File: src/rtl/alu_issue_unit.sv
// Issue/writeback stage for the registered 32-bit ALU.
// Holds a 16-entry register file and accepts one R-type instruction at a time.
// Each instruction reads its operands, waits for the ALU's clocked result and
// writes it back. The unit takes four cycles per instruction.
//
// state | meaning
// ------+-----------------------------------------------------------------
// IDLE  | accept an instruction or a preload; reject an illegal funct
// ISSUE | drive ALU operands from rf[rs], rf[rt], shamt and funct
// EXEC  | the ALU samples its inputs on the edge that leaves this state
// WB    | write alu_res to rf[rd] and pulse done
module alu_issue_unit #(
  parameter int DW = 32,
  parameter int AW = 4
) (
  input  logic          clk,
  input  logic          rst,
  input  logic          in_valid,
  output logic          in_ready,
  input  logic [31:0]   instr,
  input  logic          ld_en,
  input  logic [AW-1:0] ld_addr,
  input  logic [DW-1:0] ld_data,
  output logic [DW-1:0] alu_a,
  output logic [DW-1:0] alu_b,
  output logic [4:0]    alu_shamt,
  output logic [3:0]    alu_funct,
  input  logic [DW-1:0] alu_res,
  output logic          done,
  output logic [AW-1:0] wb_addr,
  output logic [DW-1:0] wb_data,
  output logic          err,
  input  logic [AW-1:0] dbg_addr,
  output logic [DW-1:0] dbg_data
);

  typedef enum logic [1:0] {IDLE, ISSUE, EXEC, WB} state_t;

  state_t        state;
  logic [DW-1:0] rf [2**AW];

  logic [3:0]    funct_q;
  logic [AW-1:0] rd_q;
  logic [AW-1:0] rs_q;
  logic [AW-1:0] rt_q;
  logic [4:0]    shamt_q;

  logic [3:0]    in_funct;
  logic          in_legal;
  logic          accept;
  logic          unused_instr;

  assign in_funct = instr[31:28];
  assign in_legal = (in_funct != 4'd0) && (in_funct <= 4'd9);
  assign in_ready = (state == IDLE) && !ld_en;
  assign accept   = in_valid && in_ready;

  // instr[10:0] carries no meaning for R-type instructions
  assign unused_instr = ^instr[10:0];

  // register 0 is hardwired to zero on the debug port as well
  assign dbg_data = (dbg_addr == '0) ? '0 : rf[dbg_addr];

  // sequencing FSM, register file and registered ALU/writeback outputs
  always_ff @(posedge clk) begin
    if (rst) begin
      state     <= IDLE;
      for (int i = 0; i < 2**AW; i++) rf[i] <= '0;
      funct_q   <= '0;
      rd_q      <= '0;
      rs_q      <= '0;
      rt_q      <= '0;
      shamt_q   <= '0;
      alu_a     <= '0;
      alu_b     <= '0;
      alu_shamt <= '0;
      alu_funct <= '0;
      wb_addr   <= '0;
      wb_data   <= '0;
      done      <= 1'b0;
      err       <= 1'b0;
    end else begin
      done <= 1'b0;
      err  <= 1'b0;
      case (state)
        IDLE: begin
          // in_ready is low while ld_en is high, so accept and load never coincide
          if (ld_en && (ld_addr != '0)) rf[ld_addr] <= ld_data;
          if (accept) begin
            funct_q <= in_funct;
            rd_q    <= instr[24 +: AW];
            rs_q    <= instr[20 +: AW];
            rt_q    <= instr[16 +: AW];
            shamt_q <= instr[15:11];
            if (in_legal) state <= ISSUE;
            else          err   <= 1'b1;
          end
        end
        ISSUE: begin
          alu_a     <= (rs_q == '0) ? '0 : rf[rs_q];
          alu_b     <= (rt_q == '0) ? '0 : rf[rt_q];
          alu_shamt <= shamt_q;
          alu_funct <= funct_q;
          state     <= EXEC;
        end
        EXEC: begin
          state <= WB;
        end
        WB: begin
          if (rd_q != '0) rf[rd_q] <= alu_res;
          wb_addr <= rd_q;
          wb_data <= alu_res;
          done    <= 1'b1;
          state   <= IDLE;
        end
        default: state <= IDLE;
      endcase
    end
  end

endmodule

File: config.mk
export PLATFORM = sky130hd
export DESIGN_NAME = alu_issue_unit
export DESIGN_NICKNAME = d
export VERILOG_FILES = /design/src/rtl/alu_issue_unit.sv
export SDC_FILE = /design/constraint.sdc
export NUM_CORES = 1
export LEC_CHECK = 0
export ABC_CLOCK_PERIOD_IN_PS = 4700
export CAP_MARGIN = 30
export CORE_ASPECT_RATIO = 1.5
export CORE_UTILIZATION = 50
export CTS_CLUSTER_SIZE = 25
export DETAILED_ROUTE_END_ITERATION = 10
export HOLD_SLACK_MARGIN = 0.02
export PLACE_DENSITY = 0.8
export SYNTH_ARGS = -nofsm -noshare
export SYNTH_HDL_FRONTEND = slang
export SYNTH_SLANG_ARGS = --single-unit
File: constraint.sdc
create_clock -name clk -period 4.7 [get_ports clk]
set_clock_uncertainty 0.05 [all_clocks]
set_input_delay 0.94 -clock clk [delete_from_list [all_inputs] [get_ports clk]]
set_output_delay 0.94 -clock clk [all_outputs]
set_load 0.05 [all_outputs]
# [After elaboration in Yosys (flattened, before gate mapping)]
# Memories as Yosys holds them, arrays and structs flattened. A register that Yosys moved wholly into a read port is not among the register bits.
# Cells that the tools add are included.
[word_totals] ff_bits=134 mem_bits_rw=512 in_bits=108 out_inout_bits=144 wordCells=68 mem_count=1
[memory_table] name="rf" depth=16 word_bits=32 read_ports=3 rd_clocked_by_memory_dff=2 write_ports=16 line_no="40" rtl="logic [DW-1:0] rf [2**AW];"
[classes] n_lt_le_gt_ge=1 eq_ne=5 n_mux=28 bitwise=2 reduce_logical=17
[op_table] op="two-way mux 32 bit" n=5
[op_table] op="OR reduction 32 bit" n=2
[op_table] op="two-way mux 4 bit" n=6
[op_table] op="two-way mux 1 bit" n=14
[op_table] op="logical NOT 4 bit" n=3
[op_table] op="nonzero test 4 bit" n=3
[op_table] op="case mux 2 bit (4 select lines)" n=1
[op_table] op="equality test 2 bit, second input constant" n=2
[op_table] op="<= comparator 4 bit, second input constant" n=1
[op_table] op="logical AND 1 bit" n=4
[op_table] op="two-way mux 2 bit" n=2
[op_table] op="!= test 2 bit, second input constant" n=2
[op_table] op="AND reduction 2 bit" n=2
[op_table] op="OR reduction 3 bit" n=1
[op_table] op="equality test 2 x 1 -> 1 bit, second input constant" n=1
[op_table] op="logical NOT 2 bit" n=1
[op_table] op="inverter 1 bit" n=2
[op_table] op="logical NOT 1 bit" n=1

# [Logic depth before layout (Yosys ltp)]
[logic_depth] depth_word=9 ltp_mapped=10 depth_no_buf=6

# [Worst setup path after synthesis]
# Ideal clock, no wire load.
[synth_path] path_type="input to register" startpoint="input rst" endpoint="memory rf[7][0], enable pin" setup_time_ns=0.466 arrival_ns=4.380 required_ns=4.184 slack_ns=-0.196 cell_stages=6 path_buffers=2 path_cell_list="nand2b_1 > buf_2 > nor2_2 > buf_4 > o22ai_1 > o21ai_0"
[synth_rtl] element="from (decl)" line_no="17" rtl="input logic rst,"
[synth_rtl] element="to (decl)" line_no="40"

# [Worst setup path after layout]
[layout_path] startpoint="input dbg_addr[2]" endpoint="output dbg_data[10]"
[layout_between] elab_chain_cells=2 elab_cells_between_ends=3 classes_between="1 x mux; 1 x reduce/logical; 1 x memory"
[layout_lines] element="from (decl)" line_no="33" rtl="input logic [AW-1:0] dbg_addr,"
[layout_lines] element="memory read (16 x 32 bit) / logical NOT 4 bit (equally long branches)"
[layout_lines] element="two-way mux 32 bit (*)" line_no="62" rtl="assign dbg_data = (dbg_addr == '0) ? '0 : rf[dbg_addr];"
[layout_lines] element="to (decl)" line_no="34" rtl="output logic [DW-1:0] dbg_data"
# Every way passes the cells marked *; elsewhere a longest branch is shown, timed or not.

==> summary.txt <==
Power and ir drop
  – Leak: between 10 and 15 nW
  – Clock network fraction of total power: between 30 and 40%
  – Sequential share of power: 44.4%
  – PD cells: 369.3 nW/µm²
  – Switching share of power: 30.44%
  – Gate power share: 23.0%
  – Internal power: 10.85 mW
  – Net Switching: 4.747 mW
  – VDD IR-drop max: 0.0003492 V

Cells and area
  – N_diodes: 0
  – End-of-flow core utilization: 59.35%
  – Nets: 2767
  – Share of post-route cells with drive strength above 1: 32.01%
  – Finished Layout Cells: approximately 3600
  – Filler Cell Count: 5285
  – Cell area after layout: 42240 µm²
  – P&R area growth vs syn: 17.63%

Route
  – Metal3 WL: roughly 17000 µm
  – Met1 wire length: 38240 µm
  – Vias/cell: 7.390
  – Highest routed layer: met5
  – Met2 wire length: around 59000 µm
  – Via count of the routed design: 26751
  – Final WL: around 120000 µm
  – ANT nets after route: 0
  – DR DRC count: 10
  – Drt first pass iters: 9
  – Routed WL per cell: about 34 µm
  – Iter 0 DRT Violations: 3747

GRT
  – Pin count of the biggest net entering global routing: approximately 110
  – First-pass GRT wire length: 180700 µm
  – Vias in the first global route: 27754
  – Gr usage total: 34.12%
  – Initial antenna violation count: 1
  – Total gr overflow: 0

Timing
  – Final Worst Setup Slack: 0.4649 ns
  – RSZ-0062 raised after global routing: false
  – Hold violation count in the final report: 0
  – Period utilization: between 90% and 100%
  – Max-slew headroom: 23.45%
  – Setup violations, final: 0
  – Worst hold slack: between 0.4 and 0.5 ns
  – Slew @ Worst Pin: between 1 and 1.5 ns
  – Final min period: roughly 4.2 ns
  – Fmax: 0.2361 GHz
  – Slew Limit Fails: 0

Placed design
  – Pre-CTS WS: 0.5568 ns
  – Placed insts: 3505
  – Final GP Congestion: 0.9270
  – Placement-stage cell area: 40200 µm²
  – I/O Buffers: 240
  – Post-DP HPWL: 75720 µm

CTS
  – TritonCTS buffer count: 59
  – Clock Latency Late Sink: 0.68 ns
  – Clk root buf: clkbuf_16
  – H-tree levels: 2
  – Setup bufs post-CTS: 0
  – CTS tree: built
  – Sink Count: about 650
  – Resized cells post-CTS: 0
  – CTS max path bufs: 3
  – Cts hold-fix bufs: 0
  – Worst-path clk slew: 0.06 ns

Yosys
  – Count leader, synth: edfxtp_1
  – EDFF count, synth: 512
  – Mapped cell area: about 36000 µm²
  – Mapped Avg Cell Area: about 15 µm²
  – Synth Instances: approximately 2500
  – Largest family of logic cells by synthesized area: multiplexers
  – Share of the synthesized area in the top cell type: 42.82%
  – Mux contribution to synthesized area: 28.26%
  – Area leader, netlist: edfxtp_1
  – Synth area leaders: edfxtp_1 (43%), mux4_2 (22%), dfxtp_1 (7.9%)
  – Synth Flop Type: edfxtp_1
  – Synth top cells by count: edfxtp_1 (512), mux4_2 (352), nor2_1 (284)
  – #FFs+latches synth: 654
  – Post-synth ARST share: 0%
  – Synth Area in Simple Gates: a little under a tenth
  – Ys Warns: 0
  – Seq/Total Area, Yosys: 50.74%
  – Post-synthesis compound-gate area fraction: 8.112%
  – Distinct cells, synth: 59
  – Adder-cell area share of the yosys netlist: 0.1742%
  – Post-Synth XOR/XNOR Area: 0.02439%

Floorplanning
  – Core Rows: 120
  – Die area: 72910 µm²
  – I/O Pins: approximately 250
  – Initial Util: 50.45%
  – Die Ht: between 300 and 400 µm
  – Core Area: 71170 µm²
  – Die span in x: 220.8 µm

Outcome
  – Status: complete, but fails checks
  – Failing checks: design-rule violations

Critical path
  – WP data arrival: 3.25 ns
  – Most used cell, CP: buf_4
  – CP Capture Type: output port
  – Reg-to-reg slack, setup: 1.06 ns
  – Cells along the critical path: buf_4 -> buf_4 -> mux4_2 -> mux2_2 -> nand2_1 -> o31ai_1 -> buf_12
  – Classification of the worst setup path: in -> out
  – Slowest CP cell: buf_4
  – Critical path required time: approximately 3.7 ns
  – Critical path peak fanout: 64
  – Startpoint types: primary input
  – Slowest stage delay, CP: 0.72 ns

Worst hold path
  – Worst Hold Class: reg -> reg

Flow run
  – Max-Cap Viols: 0
## power by group through the flow
stage          Sequential [mW]  Clock, mW  Combinational [mW]
4_1_cts                   6.94       5.08                3.51
3_5_place_dp              7.06          0                3.49
3_3_place_gp              7.07          0                3.35
5_1_grt                   6.96       5.29                3.70
6_report                  6.93       5.08                3.58
2_1_floorplan             7.11          0                2.11
## cells by family after synthesis
| logic type | count (synthesis) |
|---|---|
| AND/OR/NAND/NOR | 691 |
| flip-flops | 654 |
| multiplexers | 558 |
| AO/OA/AOI/OAI | 301 |
| buffers and inverters | 254 |
| adder cells (fa/ha/maj) | 5 |
| other | 1 |
| XOR/XNOR | 1 |
## path summary, 6_finish.rpt
kind                    start            to  depth (start not counted)
hold / removal     funct_q[1]    funct_q[1]                          2
hold reg to reg    funct_q[1]    funct_q[1]                          2
setup reg to reg      rd_q[1]     rf[7][27]                          5
setup / recovery  dbg_addr[2]  dbg_data[10]                          7
## routing by layer
metal  up-vias  GRT usage, %
met5         -             0
met4         4         24.28
met3       705         8.273
met2      2623         56.10
met1     13075         39.52
li1      10344             -
## cells in the final DEF, fill, tap and decap left out, types with 14 or more instances in the layout
cell               n
edfxtp_1         512
mux4_2           352
nor2_1           283
clkdlybuf4s50_1  203
nor3_1           200
dfxtp_1          136
mux2_2           127
buf_4             86
mux2i_1           79
nand2_1           78
a221o_1           65
nor3_2            64
a22o_1            64
clkbuf_16         60
buf_12            47
nor2b_1           32
o31ai_1           32
conb_1            32
a221oi_1          31
a22oi_4           30
a21oi_1           28
clkinv_2          16
o21ai_4           14
clkbuf_1          14
## state kept, by name, indices dropped and copies added (netlist names), 5 cells and up, named ones only
signal	cells
alu_a	32
alu_b	32
alu_shamt	5
rf	512
shamt_q	5
wb_data	32
## metrics by stage
step | power, mW | TNS (ns)
4_1_cts | 15.53 | 0
5_1_grt | 15.94 | 0
3_3_place_gp | 10.41 | 0
2_1_floorplan | 9.225 | -30.41
6_report | 15.60 | 0
3_5_place_dp | 10.55 | 0
## layout make-up
type	instances	area, µm²	share of cell area (%)
clock buffers	77	1595	3.777
clock inverters	35	402.9	0.9539
inverters	7	28.78	0.06813
multi-input cells	1588	17070	40.41
flip-flops and latches	654	18240	43.17
well taps	915	1145	2.711
repair buffers	344	3761	8.905
## worst max-delay path, delay by kind of cell
kind	cells	cell delay (ns)
AOI/OAI and AO/OA	1	0.20
buffers and inverters	3	1.37
muxes	2	0.63
and+or+nand+nor	1	0.07
(Power assumes the default switching activity.)
